$ cat config.mk
export PLATFORM = sky130hd
export DESIGN_NAME = addsub_pipe
export DESIGN_NICKNAME = d
export VERILOG_FILES = /design/src/rtl/addsub_pkg.sv /design/src/rtl/addsub_slice.sv /design/src/rtl/addsub_pipe.sv
export SDC_FILE = /design/constraint.sdc
export NUM_CORES = 1
export LEC_CHECK = 0
export CAP_MARGIN = 5
export CORE_MARGIN = 2
export CORE_UTILIZATION = 46
export CTS_BUF_LIST = sky130_fd_sc_hd__clkbuf_8
export DETAILED_ROUTE_END_ITERATION = 8
export PLACE_DENSITY = 0.79
export REMOVE_ABC_BUFFERS = 1
export SYNTH_ARGS = -nofsm -noshare
export SYNTH_HDL_FRONTEND = slang
export SYNTH_HIERARCHICAL = 1
export SYNTH_SLANG_ARGS = --single-unit
$ cat constraint.sdc
create_clock -name clk -period 8.5 [get_ports clk]
set_input_delay 1.7 -clock clk [delete_from_list [all_inputs] [get_ports clk]]
set_output_delay 1.7 -clock clk [all_outputs]
set_load 0.03 [all_outputs]
$ cat src/rtl/addsub_pkg.sv
// Shared definitions for the pipelined add/subtract unit: op encodings and slice helpers.
package addsub_pkg;

   typedef enum logic [1:0] {
      OP_ADD  = 2'b00,
      OP_SUB  = 2'b01,
      OP_ADDU = 2'b10,
      OP_SUBU = 2'b11
   } addsub_op_e;

   function automatic int unsigned slice_width(input int unsigned width,
                                               input int unsigned stages);
      return width / stages;
   endfunction

   function automatic logic op_is_sub(input logic [1:0] op);
      return (op == OP_SUB) || (op == OP_SUBU);
   endfunction

   function automatic logic op_is_unsigned(input logic [1:0] op);
      return (op == OP_ADDU) || (op == OP_SUBU);
   endfunction

endpackage

$ cat src/rtl/addsub_slice.sv
// Combinational CW-bit ripple-carry adder slice; one per pipeline stage.
module addsub_slice #(
   parameter int unsigned CW = 16
) (
   input  logic [CW-1:0] a_i,
   input  logic [CW-1:0] b_i,
   input  logic          cin_i,
   output logic [CW-1:0] sum_o,
   output logic          cout_o
);

   logic [CW:0] c;

   always_comb begin
      c     = '0;
      sum_o = '0;
      c[0]  = cin_i;
      for (int i = 0; i < CW; i++) begin
         sum_o[i] = a_i[i] ^ b_i[i] ^ c[i];
         c[i+1]   = (a_i[i] & b_i[i]) | (c[i] & (a_i[i] ^ b_i[i]));
      end
   end

   assign cout_o = c[CW];

endmodule

$ cat src/rtl/addsub_pipe.sv
// Pipelined add/subtract unit; carry chain split into STAGES slices, one per stage.
// Defining ADDSUB_PIPE_FLUSH_EN adds a `flush` input that drops every in-flight beat.
module addsub_pipe
   import addsub_pkg::*;
#(
   parameter int unsigned WIDTH  = 32,
   parameter int unsigned STAGES = 2,
   parameter int unsigned TAG_W  = 5
) (
   input  logic             clk,
   input  logic             rst,
`ifdef ADDSUB_PIPE_FLUSH_EN
   input  logic             flush,
`endif
   input  logic             in_valid,
   output logic             in_ready,
   input  logic [WIDTH-1:0] in_a,
   input  logic [WIDTH-1:0] in_b,
   input  logic [1:0]       in_op,
   input  logic [TAG_W-1:0] in_tag,
   output logic             out_valid,
   input  logic             out_ready,
   output logic [WIDTH-1:0] out_result,
   output logic             out_carry,
   output logic             out_ovf,
   output logic             out_zero,
   output logic [TAG_W-1:0] out_tag
);

   localparam int unsigned CW  = slice_width(WIDTH, STAGES);
   localparam int unsigned L   = STAGES - 1;
   localparam int unsigned MSB = WIDTH - 1;

   logic flush_int;
`ifdef ADDSUB_PIPE_FLUSH_EN
   assign flush_int = flush;
`else
   assign flush_int = 1'b0;
`endif

   // Pipeline rank k holds the state produced by stage k.
   logic [STAGES-1:0]            vld_q;
   logic [STAGES-1:0][WIDTH-1:0] a_q;
   logic [STAGES-1:0][WIDTH-1:0] b_q;
   logic [STAGES-1:0][WIDTH-1:0] res_q;
   logic [STAGES-1:0]            cry_q;
   logic [STAGES-1:0][1:0]       op_q;
   logic [STAGES-1:0][TAG_W-1:0] tag_q;
   logic                         ovf_q;
   logic                         zero_q;

   // Stage inputs (from ports for stage 0, from the previous rank otherwise).
   logic [STAGES-1:0]            s_vld;
   logic [STAGES-1:0]            s_cin;
   logic [STAGES-1:0][WIDTH-1:0] s_a;
   logic [STAGES-1:0][WIDTH-1:0] s_b;
   logic [STAGES-1:0][WIDTH-1:0] s_res;
   logic [STAGES-1:0][1:0]       s_op;
   logic [STAGES-1:0][TAG_W-1:0] s_tag;

   // Stage outputs.
   logic [STAGES-1:0][WIDTH-1:0] n_res;
   logic [STAGES-1:0]            n_cry;

   logic stall;
   logic ovf_d;
   logic zero_d;

   assign stall    = vld_q[L] && !out_ready;
   assign in_ready = !rst && !stall && !flush_int;

   for (genvar k = 0; k < STAGES; k++) begin : g_stage
      localparam logic [WIDTH-1:0] SliceMask = WIDTH'({CW{1'b1}}) << (k * CW);

      logic [CW-1:0] sum;

      if (k == 0) begin : g_first
         assign s_vld[0] = in_valid && in_ready;
         assign s_a[0]   = in_a;
         assign s_b[0]   = op_is_sub(in_op) ? ~in_b : in_b;
         assign s_res[0] = '0;
         assign s_cin[0] = op_is_sub(in_op);
         assign s_op[0]  = in_op;
         assign s_tag[0] = in_tag;
      end else begin : g_next
         assign s_vld[k] = vld_q[k-1];
         assign s_a[k]   = a_q[k-1];
         assign s_b[k]   = b_q[k-1];
         assign s_res[k] = res_q[k-1];
         assign s_cin[k] = cry_q[k-1];
         assign s_op[k]  = op_q[k-1];
         assign s_tag[k] = tag_q[k-1];
      end

      addsub_slice #(
         .CW (CW)
      ) u_slice (
         .a_i    (s_a[k][k*CW +: CW]),
         .b_i    (s_b[k][k*CW +: CW]),
         .cin_i  (s_cin[k]),
         .sum_o  (sum),
         .cout_o (n_cry[k])
      );

      // Merge this stage's slice into the partial result carried down the pipe.
      assign n_res[k] = (s_res[k] & ~SliceMask) | ((WIDTH'(sum)) << (k * CW));
   end

   always_comb begin
      ovf_d  = !op_is_unsigned(s_op[L]) &&
               (s_a[L][MSB] == s_b[L][MSB]) &&
               (n_res[L][MSB] != s_a[L][MSB]);
      zero_d = (n_res[L] == '0);
   end

   // Flush overrides stall; data registers only load on a valid beat.
   always_ff @(posedge clk) begin
      if (rst) begin
         vld_q  <= '0;
         a_q    <= '0;
         b_q    <= '0;
         res_q  <= '0;
         cry_q  <= '0;
         op_q   <= '0;
         tag_q  <= '0;
         ovf_q  <= 1'b0;
         zero_q <= 1'b0;
      end else if (flush_int) begin
         vld_q <= '0;
      end else if (!stall) begin
         for (int k = 0; k < STAGES; k++) begin
            vld_q[k] <= s_vld[k];
            if (s_vld[k]) begin
               a_q[k]   <= s_a[k];
               b_q[k]   <= s_b[k];
               res_q[k] <= n_res[k];
               cry_q[k] <= n_cry[k];
               op_q[k]  <= s_op[k];
               tag_q[k] <= s_tag[k];
            end
         end
         if (s_vld[L]) begin
            ovf_q  <= ovf_d;
            zero_q <= zero_d;
         end
      end
   end

   assign out_valid  = vld_q[L];
   assign out_result = res_q[L];
   assign out_carry  = cry_q[L];
   assign out_ovf    = ovf_q;
   assign out_zero   = zero_q;
   assign out_tag    = tag_q[L];

   // Last-rank operand skew and already-consumed low slices have no reader.
   logic unused_skew;
   assign unused_skew = ^{a_q[L], b_q[L], op_q[L], s_a, s_b};

endmodule

======== Word-level counts from Yosys, hierarchy flattened ========
Cells that the tools add are included.
storage, ports and cells
  word-level logic and storage cells ...... 196
  bits of input ports ..................... 75
  output and inout port bits .............. 42
  flip-flop bits (word level) ............. 130
operators by class
  equality and inequality tests ........... 6
  bitwise operators ....................... 163
  multiplexer cells ....................... 1
  reduce and logical (&&, ||, !) cells .... 14
operator list
  cell                                           count
  AND 1 bit                                      64
  XOR 1 bit                                      64
  logical NOT 32 bit                             1
  2-to-1 mux 32 bit                              1
  NOT 32 bit                                     1
  OR 1 bit                                       32
  OR 16 x 32 -> 32 bit                           1
  == test 2 bit, second input constant           3
  logical AND 1 bit                              5
  logical NOT 1 bit                              4
  AND reduction 2 bit                            2
  == test 2 x 1 -> 1 bit, second input constant  1
  logical OR 1 bit                               2
  == test 1 bit                                  1
  inequality test 1 bit                          1
  NOT 1 bit                                      1

======== Depth between registers and ports, before layout ========
Gate-level depths: netlist of run 1.
  word-level depth ........................ 36
  depth in mapped cells ................... 25
  gate-level depth less buffers ........... 24

======== Cells and area by module ========
Netlist of run 1, hierarchy kept.
by module, submodules not included
  module        seq. area each (µm²)  area an instance (µm²)  times used  cells each
  addsub_pipe   1941.9                3802.4                  1           458
  addsub_slice  0.0                   357.8                   2           26

======== Worst setup path before layout of run 1 ========
OpenSTA, ideal clock, no wires.
  path kind ............................... input -> register
  start ................................... input port in_op[0]
  end ..................................... register res_q[15] (netlist bit)
  stages on the path ...................... 25
  data arrival time ....................... 8.489 ns
  required time ........................... 8.426 ns
  slack ................................... -0.063 ns
  path buffers ............................ 2
  cells stage by stage .................... clkbuf_1 > buf_2 > xor2_1 > fa_1 > inv_1 > fa_1 > inv_1 > fa_1 > fa_1 > fa_1 > fa_1 > fa_1 > fa_1 > fa_1 > fa_1 > fa_1 > fa_1 > fa_1 > fa_1 > fa_1 > inv_1 > fa_1 > inv_1 > nand2_1 > o21ai_0
RTL lines
  what                             RTL line            text
  from (decl)                      addsub_pipe.sv:19   input logic [1:0] in_op,
  to (signal, indexed assignment)  addsub_pipe.sv:136  res_q[k] <= n_res[k];
  to (decl)                        addsub_pipe.sv:45   logic [STAGES-1:0][WIDTH-1:0] res_q;

==> summary.md, run 1 <==
| Metric | Value |
|---|---|
| R2R setup slack | 990 ps |
| Crit path max-delay cell type | clkdlybuf4s50_1 |
| Synth top area cells | dfxtp_1 (43%), fa_1 (14%), nand2_1 (12%) |
| Slew margin rel. | 22.6% |
| Leak pwr | 2.28 nW |
| CP Data Required Time | 8770 ps |
| Synth Register Bits | 97 |
| Setup WS post-layout | 239 ps |
| Critical path's top delay family | adder cells |
| Chip Width | 103 um |
| CTS root buffer | clkbuf_8 |
| Sequential fraction of the synthesis area | 43.0% |
| Crit-path max cell delay | 430 ps |
| Synthesized cell area | 4520 sq um |
| Layout Nets | 716 |
| Crit-path cells | clkdlybuf4s50_1 > xor2_1 > fa_1 > inv_1 > fa_1 > inv_1 > fa_1 > fa_1 > fa_1 > fa_1 > fa_1 > fa_1 > fa_1 > fa_1 > fa_2 > fa_2 > fa_2 > fa_1 > fa_1 > inv_1 > fa_1 > inv_1 > nand2_1 > o21ai_0 |
| Vias/cell | 4.91 |
| R2R Path End | out_zero |
| Ant. Diodes | 0 |
| CP Capture Type | flop |
| WHS Path Cells | 2 |
| Cell Rows | 36 |
| # fillers | 880 |
| Top cell type's share of synthesized area | 43.0% |
| Initial DRC count | 140 |
| DR vias | 3666 |
| Netlist cell types | 25 |
| Final setup viols | 0 |
| Final Cycle Share | 97.2% |
| Antenna Nets Post-Route | 0 |
| CTS tree | built |
| Post-Synth Adder-Cell Area | 14.2% |
| FF-to-FF Start | a_q[16] |
| Status | finished, final reports clean |
| Synthesized area per cell | 8.86 sq um |
| Hold Path End | out_tag[3] |
| First-pass detailed-route iteration total | 4 |
| GRT Total Usage | 19.8% |
| Hold path start | out_tag[3] |
| Worst-Margin Slew | 1160 ps |
| Die Height | 103 um |
| Synth-to-Final Area Change | 31.7% |
| Final Instance Count excl. Fillers | 747 |
| I/O Buffers | 116 |
| CP Class | input port to flop |
| Detailed Place HPWL | 7.40 mm |
| Area leader, netlist | dfxtp_1 |
| Remaining global-route overflow | 0 |
| Final hold vios | 0 |
| WL/cell | 13.7 um |
| GP Congestion | 0.845 |
| Initial cell density of the core | 46.9% |
| Clock skew | 16.1 ps |
| # IOs | 117 |
| Initial antenna violation count | 0 |
| Clock insertion delay at the later pin of the skew report | 350 ps |
| H-tree depth | 3 |
| Fmax | 0.121 GHz |
| XOR/XNOR share of the synthesized area | 6.20% |
| CTS Hold Bufs | 0 |
| Final count of pins violating max slew | 0 |
| Max clock buf depth | 2 |
| Vias in the first global route | 3565 |
| R2R cell count | 24 |
| Worst Hold Class | flop to flop |
| Buffer count from post-CTS setup fixing | 0 |
| Routed WL | 10.3 mm |
| Reg clk slew, reported paths | 90 ps |
| Clk sink count | 97 |
| Layout cells sized above 1 | 4.72% |
| CP most frequent cell | fa_1 |
| Startpoint type of the worst setup path | input port |
| Pre-CTS WS | -293 ps |
| PwrDens | 172 nW/um^2 |
| Synth Area in Compound Gates | 8.42% |
| Crit path time final | 8260 ps |
| Commonest non-fill, non-tap cells in the layout | nand2_1 (140), clkdlybuf4s50_1 (114), dfxtp_1 (97) |
| Mux cell area share after synthesis | 0% |
| CTS Buf Count | 9 |
| Core area | 9640 sq um |
| Largest family of logic cells by synthesized area | simple AND/OR/NAND/NOR gates |
| DRC errors left | 0 |
| CP bufs+invs | 5 |
| Die area | 10600 sq um |
| First-pass GRT wire length | 16.5 mm |
| Cells after Synth | 510 |
| RSZ-0062 raised after global routing | no |
| Largest net degree at the start of global routing | 102 |
| Peak supply drop | 81.5 uV |
| Max cap viols | 0 |
| Total power draw | 1.02 mW |
| Commonest non-fill, non-tap cell in the layout | nand2_1 |
| Worst-path fanout max | 1 |
| Placed Cells | 731 |
| Synth Area in Simple Gates | 23.4% |
| YS warnings | 6 |
| WP data arrival | 8530 ps |
-- worst min-delay path, delay by kind of cell, from the launching register on --
| kind | cells | cell delay (ps) |
|---|---|---|
| AOI/OAI and AO/OA | 1 | 50 |
| and+or+nand+nor | 1 | 50 |
| DFF | 1 | 320 |
-- cell usage after synthesis (all sizes together) --
cell type,count
dfxtp,97
nor3,1
inv,20
o21ai,35
fa,32
or2b,1
or4,2
nand3b,39
xnor2,16
nor4,6
nand2b,18
clkbuf,26
nor2b,1
and3b,1
and2,1
nand4,2
a21oi,41
nor2,4
nor3b,1
or3,1
nand2,140
xor2,16
buf,9
-- per-layer routing --
metal	wire, um	vias to the layer above	track usage [%]
met2	5160	94	33.0
met3	412	13	2.58
met1	4580	1733	26.8
met5	0	-	0
li1	-	1826	-
met4	116	0	6.58
-- power breakdown --
part | switching (mW) | internal (mW)
combinational | 0.115 | 0.107
sequential | 0.0257 | 0.491
clock | 0.159 | 0.124
total | 0.300 | 0.722
-- how the worst max path moves through the flow --
stage	from	end	slack (ps)	depth (start not counted)
finish	in_b[0]	res_q[15]	240	24
global route	in_b[0]	res_q[15]	20	24
CTS	in_b[0]	res_q[15]	80	24
detailed placement	in_b[0]	res_q[15]	-290	24
global placement	in_b[0]	res_q[15]	-110	24
floorplan	in_op[0]	res_q[15]	330	23
-- cell type report --
cell class,instances,area (sq um),share of cell area [%]
clock inverter,5,38.8,0.652
timing repair buffer,123,1200,20.2
tap,133,166,2.80
multi-input combinational,358,2370,39.9
clock buffer,11,151,2.54
inverter,20,75.1,1.26
sequential,97,1940,32.6
-- per-stage QoR --
step           hold WS (ps)  instance area, sq um  utilization, %  TNS [ps]
6_report                457                  5950            61.7         0
5_1_grt                 485                  5950            61.7         0
4_1_cts                 459                  5940            61.6         0
3_5_place_dp            447                  5750            59.7      -330
3_3_place_gp            442                  5750            59.7      -111
2_1_floorplan           426                  4380               -         0
-- sequential cells by signal, summed over array words and instances, names as in the netlist --
register    flops
a_q            16
b_q            16
cry_q           2
op_q            1
out_ovf         1
out_result     32
out_tag         5
out_zero        1
res_q          16
s_tag           5
vld_q           2
-- cell families (layout without fill, tap and decap cells) --
group	Yosys count	count (layout)
fa+ha+maj	32	32
xor+xnor	32	32
compound gates	76	76
buf+inv	55	159
simple gates	218	218
flops	97	97
-- repair_timing --
| item | in CTS | in global routing |
|---|---|---|
| hold endpoints to repair | 0 | 0 |
| resized for setup | 0 | 3 |
| endpoints found under the setup margin | 0 | 1 |
(Power assumes the default switching activity.)
==> run 2: changes to the inputs <==
--- a/config.mk
+++ b/config.mk
@@ -6,11 +6,13 @@
 export NUM_CORES = 1
 export LEC_CHECK = 0
 export CAP_MARGIN = 5
+export CELL_PAD_IN_SITES_DETAIL_PLACEMENT = 1
+export CELL_PAD_IN_SITES_GLOBAL_PLACEMENT = 2
 export CORE_MARGIN = 2
-export CORE_UTILIZATION = 46
+export CORE_UTILIZATION = 27
 export CTS_BUF_LIST = sky130_fd_sc_hd__clkbuf_8
 export DETAILED_ROUTE_END_ITERATION = 8
-export PLACE_DENSITY = 0.79
+export PLACE_DENSITY_LB_ADDON = 0.1
 export REMOVE_ABC_BUFFERS = 1
 export SYNTH_ARGS = -nofsm -noshare
 export SYNTH_HDL_FRONTEND = slang
==> summary.md, run 2 (synthesis gave the netlist of run 1 again) <==
| Metric | Value |
|---|---|
| Placed Cells | 820 (+12%) |
| Post-CTS sizing | 0 (unchanged) |
| DRC errors left | 0 (unchanged) |
| Peak supply drop | 60.5 uV (-26%) |
| Slew margin rel. | 41.0% (+18 points) |
| Leak pwr | 2.29 nW (+0.23%) |
| Chip Width | 133 um (+29%) |
| Buffer count from post-CTS setup fixing | 0 (unchanged) |
| Cell-internal power | 0.708 mW (-1.9%) |
| # IOs | 117 (unchanged) |
| Clock network power share | 26.6% (-1.1 points) |
| Max clock buf depth | 2 (unchanged) |
| Crit-path max cell delay | 410 ps (-20 ps) |
| GRT Total Usage | 15.2% (-4.6 points) |
| Final count of pins violating max slew | 0 (unchanged) |
| Max reg flops | 32 (unchanged) |
| CTS Hold Bufs | 0 (unchanged) |
| Vias in the first global route | 4032 (+13%) |
| Status | finished, final reports clean |
| CP Class | input port to flop |
| CP bufs+invs | 5 (unchanged) |
| Reg clk slew, reported paths | 90 ps (about the same) |
| Startpoint type of the worst setup path | input port |
| Final hold vios | 0 (unchanged) |
| Crit path time final | 8200 ps (-59.2 ps) |
| CTS root buffer | clkbuf_8 |
| Ant. Diodes | 0 (unchanged) |
| Routed WL | 12.7 mm (+24%) |
| Crit-path cells | clkdlybuf4s50_1 > xor2_1 > fa_1 > inv_1 > fa_1 > inv_1 > fa_1 > fa_1 > fa_1 > fa_1 > fa_1 > fa_2 > fa_2 > fa_1 > fa_1 > fa_1 > fa_2 > fa_1 > fa_1 > inv_1 > fa_1 > inv_1 > nand2_1 > o21ai_0 |
| PwrDens | 167 nW/um^2 (-2.5%) |
| Crit path max-delay cell type | clkdlybuf4s50_1 |
| Initial antenna violation count | 0 (unchanged) |
| Die area | 17800 sq um (+67%) |
| Sw Pwr | 0.305 mW (+1.7%) |
| Initial DRC count | 137 (-2.1%) |
| Setup WS post-layout | 299 ps (+59.2 ps) |
| Fmax | 0.122 GHz (+0.72%) |
| Final Cycle Share | 96.5% (-0.70 points) |
| RSZ-0062 raised after global routing | no |
| Layout cells sized above 1 | 4.88% (+0.15 points) |
| Commonest non-fill, non-tap cell in the layout | nand2_1 |
| Max cap viols | 0 (unchanged) |
| Worst Hold Class | flop to flop |
| Clk sink count | 97 (unchanged) |
| Commonest non-fill, non-tap cells in the layout | nand2_1 (139), clkdlybuf4s50_1 (114), dfxtp_1 (97) |
| Critical path's top delay family | adder cells |
| DR vias | 3659 (-0.19%) |
| Clock insertion delay at the later pin of the skew report | 360 ps (about the same) |
| Layout Nets | 718 (+0.28%) |
| Worst-Margin Slew | 885 ps (-270 ps) |
| WP data arrival | 8490 ps (-40 ps) |
| Pre-CTS WS | -304 ps (-10.7 ps) |
| Antenna Nets Post-Route | 0 (unchanged) |
| Core area | 16500 sq um (+71%) |
| Vias/cell | 4.38 (-11%) |
| Combinational share of power | 22.3% (+0.6 points) |
| Cell Rows | 47 (+31%) |
| Synth-to-Final Area Change | 33.9% |
| Final Instance Count excl. Fillers | 835 (+12%) |
| WL/cell | 15.2 um (+11%) |
| CTS tree | built |
| Final setup viols | 0 (unchanged) |
| Worst-path fanout max | 1 (unchanged) |
| CTS Buf Count | 9 (unchanged) |
| Largest net degree at the start of global routing | 67 (-34%) |
| First-pass detailed-route iteration total | 4 (unchanged) |
| GP Congestion | 0.718 (-15%) |
| H-tree depth | 3 (unchanged) |
| Sequential group share of total power | 51.1% (+0.5 points) |
| CP Data Required Time | 8790 ps (+20 ps) |
| First-pass GRT wire length | 21.1 mm (+28%) |
| CP most frequent cell | fa_1 |
| Hold Worst Slack | 457 ps (-0.358 ps) |
| Sw frac | 30.1% (+0.77 points) |
| CP Capture Type | flop |
| Initial cell density of the core | 27.4% (-19 points) |
| I/O Buffers | 116 (unchanged) |
| Clock skew | 11.7 ps (-4.43 ps) |
| Remaining global-route overflow | 0 (unchanged) |
| Detailed Place HPWL | 8.96 mm (+21%) |
| Die Height | 133 um (+29%) |
[run 2: final timing paths]
check	from	endpoint	slack, ps	cells past startpoint
setup reg to reg	a_q[16]	out_zero	700	24
hold reg to reg	s_tag[7]	out_tag[2]	460	2
setup / recovery	in_b[0]	res_q[15]	300	24
hold / removal	s_tag[7]	out_tag[2]	460	2
[run 2: metal layers]
layer / up-vias / GRT usage (%) / wire length [um]
met3: 9 / 2.55 / 389
met1: 1754 / 19.9 / 6080
met4: 0 / 4.96 / 130
li1: 1828 / - / -
met5: - / 0 / 0
met2: 68 / 25.7 / 6120
[run 2: worst register-to-register path, delay by kind of cell, from the launching register on]
| kind | cells | cell delay, ps |
|---|---|---|
| AO/OA/AOI/OAI | 1 | 130 |
| adder cells (fa/ha/maj) | 16 | 5990 |
| buffers and inverters | 4 | 320 |
| flip-flops | 1 | 340 |
| AND/OR/NAND/NOR | 3 | 930 |
[run 2: power by group through the flow]
stage          sequential, mW  combinational (mW)  clock, mW
2_1_floorplan           0.540               0.104          0
3_3_place_gp            0.528               0.226          0
3_5_place_dp            0.529               0.230          0
4_1_cts                 0.519               0.231      0.288
5_1_grt                 0.525               0.257      0.306
6_report                0.518               0.226      0.270
[run 2: through the flow]
step	power [mW]	setup TNS, ps	cell area [sq um]	util (%)
after floorplan	0.644	0	4380	-
after global placement	0.754	-172	5880	35.7
after detailed placement	0.760	-361	5880	35.7
after CTS	1.04	0	6040	36.7
after global routing	1.09	0	6050	36.7
final	1.01	0	6050	36.7
[run 2: layout make-up]
cell class	instances	area, sq um
multi-input cells	358	2380
well taps	220	275
clock inverters	5	25.0
repair buffers	125	1220
flip-flops and latches	97	1940
clock buffers	10	138
fillers	1927	10400
inverters	20	75.1
==> run 3: changes to the inputs <==
--- a/config.mk
+++ b/config.mk
@@ -9,8 +9,9 @@
 export CELL_PAD_IN_SITES_DETAIL_PLACEMENT = 1
 export CELL_PAD_IN_SITES_GLOBAL_PLACEMENT = 2
 export CORE_MARGIN = 2
-export CORE_UTILIZATION = 27
+export CORE_UTILIZATION = 30
 export CTS_BUF_LIST = sky130_fd_sc_hd__clkbuf_8
+export CTS_CLUSTER_DIAMETER = 60
 export DETAILED_ROUTE_END_ITERATION = 8
 export PLACE_DENSITY_LB_ADDON = 0.1
 export REMOVE_ABC_BUFFERS = 1
==> constraint.sdc (replaced) <==
create_clock -name clk -period 8.24 [get_ports clk]
set_input_delay 1.648 -clock clk [delete_from_list [all_inputs] [get_ports clk]]
set_output_delay 1.648 -clock clk [all_outputs]
set_load 0.03 [all_outputs]
==> summary.md, run 3 (synthesis gave the netlist of run 1 again) <==
| Metric | Value |
|---|---|
| Detailed Place HPWL | 8.70 mm (-2.9%) |
| Clk sink count | 97 (unchanged) |
| WL/cell | 15.6 um (+2.5%) |
| DRC errors left | 0 (unchanged) |
| Max cap viols | 0 (unchanged) |
| Hold path start | out_ovf |
| Initial cell density of the core | 30.9% (+3.4 points) |
| Synth-to-Final Area Change | 33.6% |
| Fin Setup TNS | 0 ps (unchanged) |
| Remaining global-route overflow | 0 (unchanged) |
| Die area | 16100 sq um (-9.7%) |
| Clock insertion delay at the later pin of the skew report | 370 ps (about the same) |
| Layout Nets | 718 (unchanged) |
| Ant. Diodes | 0 (unchanged) |
| Leak pwr | 2.29 nW (+0.17%) |
| Max layer used | met4 |
| R2R cell count | 24 (unchanged) |
| CP Class | input port to flop |
| Buffer count from post-CTS setup fixing | 0 (unchanged) |
| CTS Hold Bufs | 0 (unchanged) |
| H-tree depth | 3 (unchanged) |
| Worst-path fanout max | 1 (unchanged) |
| GRT Total Usage | 16.0% (+0.82 points) |
| Routed length on met2 | 5.80 mm (-5.2%) |
| PwrDens | 178 nW/um^2 (+6.4%) |
| CTS Buf Count | 9 (unchanged) |
| Final Cycle Share | 96.8% |
| Worst-Margin Slew | 887 ps (+2.10 ps) |
| Antenna Nets Post-Route | 0 (unchanged) |
| First-pass GRT wire length | 20.3 mm (-4.1%) |
| Initial DRC count | 165 (+20%) |
| Commonest non-fill, non-tap cells in the layout | nand2_1 (139), clkdlybuf4s50_1 (114), dfxtp_1 (97) |
| CP Data Required Time | 8540 ps (-250 ps) |
| Max reg flops | 32 (unchanged) |
| Slew margin rel. | 40.8% (-0.14 points) |
| CP Capture Type | flop |
| WHS Path Cells | 2 (unchanged) |
| Fmax | 0.125 GHz |
| Die Height | 127 um (-5.0%) |
| Clock skew | 7.08 ps (-4.63 ps) |
| Hold Path End | out_ovf |
| Crit path time final | 7980 ps |
| DR vias | 3680 (+0.57%) |
| RSZ-0062 raised after global routing | no |
| CTS root buffer | clkbuf_8 |
| Largest net degree at the start of global routing | 54 (-19%) |
| Placed Cells | 784 (-4.4%) |
| Reg clk slew, reported paths | 90 ps (about the same) |
| Commonest non-fill, non-tap cell in the layout | nand2_1 |
| GP Congestion | 0.707 (-1.6%) |
| Core area | 14600 sq um (-11%) |
| R2R Path End | out_zero |
| Layout cells sized above 1 | 5.70% (+0.82 points) |
| DP Area | 5830 sq um (-0.77%) |
| Status | finished, final reports clean |
| Routed WL | 12.5 mm (-2.1%) |
| Final setup viols | 0 (unchanged) |
| Initial antenna violation count | 0 (unchanged) |
| Final Instance Count excl. Fillers | 798 (-4.4%) |
| Vias in the first global route | 4006 (-0.64%) |
| Peak supply drop | 69.3 uV (+15%) |
| # IOs | 117 (unchanged) |
| R2R setup slack | 520 ps (-180 ps) |
| Final Instance Area | 6030 sq um (-0.25%) |
| Final hold vios | 0 (unchanged) |
| WP data arrival | 8270 ps (-220 ps) |
| Vias/cell | 4.61 (+5.2%) |
| Max clock buf depth | 2 (unchanged) |
| Cell Rows | 44 (-6.4%) |
| M1 wire length | 5.99 mm (-1.5%) |
| First-pass detailed-route iteration total | 4 (unchanged) |
| Final count of pins violating max slew | 0 (unchanged) |
| Chip Width | 127 um (-5.0%) |
| I/O Buffers | 116 (unchanged) |
| Worst Hold Class | flop to flop |
| CTS tree | built |
| FF-to-FF Start | a_q[16] |
| Startpoint type of the worst setup path | input port |
| Metal3 WL | 478 um (+23%) |
-- run 3: changes by cell type in the layout (fill, tap and decap cells not counted), sizes merged --
cell,previous run,this run
clkinvlp,1,0
inv,22,20
bufinv,0,1
clkinv,2,3
-- run 3: stage by stage --
step                      setup slack, ps  utilization (%)  hold WS (ps)  total power [mW]
after floorplan                       122                -           426             0.664
after global placement               -390             39.8           438             0.776
after detailed placement             -437             39.8           449             0.781
after CTS                            26.0             41.1           463              1.10
after global routing                 19.6             41.2           485              1.15
final                                 265             41.2           457              1.08
-- run 3: how the worst max path moves through the flow --
stage	cells after the start	slack, ps	to	from
3_3_place_gp	24	-390	res_q[15]	in_b[0]
2_1_floorplan	23	120	res_q[15]	in_op[0]
4_1_cts	24	30	res_q[15]	in_b[0]
6_report	24	260	res_q[15]	in_b[0]
3_5_place_dp	24	-440	res_q[15]	in_b[0]
5_1_grt	24	20	res_q[15]	in_b[0]
-- run 3: what timing repair did --
item | in CTS | in global routing
endpoints found under the setup margin | 1 | 1
resized for setup | 2 | 5
gates cloned | 0 | 0
endpoints found under the hold margin | 0 | 0
-- run 3: final cells by class --
type | instances | area [sq um]
Tap cell | 184 | 230
Sequential cell | 97 | 1940
Clock inverter | 4 | 45.0
Multi-Input combinational cell | 358 | 2390
Timing Repair Buffer | 125 | 1220
Clock buffer | 10 | 138
Fill cell | 1685 | 8610
Inverter | 20 | 75.1
-- run 3: power by group --
| group | internal [mW] | switching (mW) |
|---|---|---|
| sequential | 0.507 | 0.0271 |
| combinational | 0.111 | 0.122 |
| clock | 0.144 | 0.165 |
| total | 0.762 | 0.314 |
-- run 3: critical path, cell delays in order --
cell,delay [ps]
clkdlybuf4s50_1,420
xor2_1,160
fa_1,390
inv_1,70
fa_1,150
inv_1,50
fa_1,380
fa_2,350
fa_2,350
fa_2,350
fa_2,340
fa_1,380
fa_1,390
fa_1,390
fa_1,400
fa_2,350
fa_2,350
fa_2,340
fa_1,380
inv_1,80
fa_1,400
inv_1,60
nand2_1,40
o21ai_0,70
-- run 3: layer usage --
layer,track usage [%],vias to the layer above
met4,5.43,0
li1,-,1825
met2,26.4,79
met5,0,-
met3,2.61,11
met1,21.5,1765
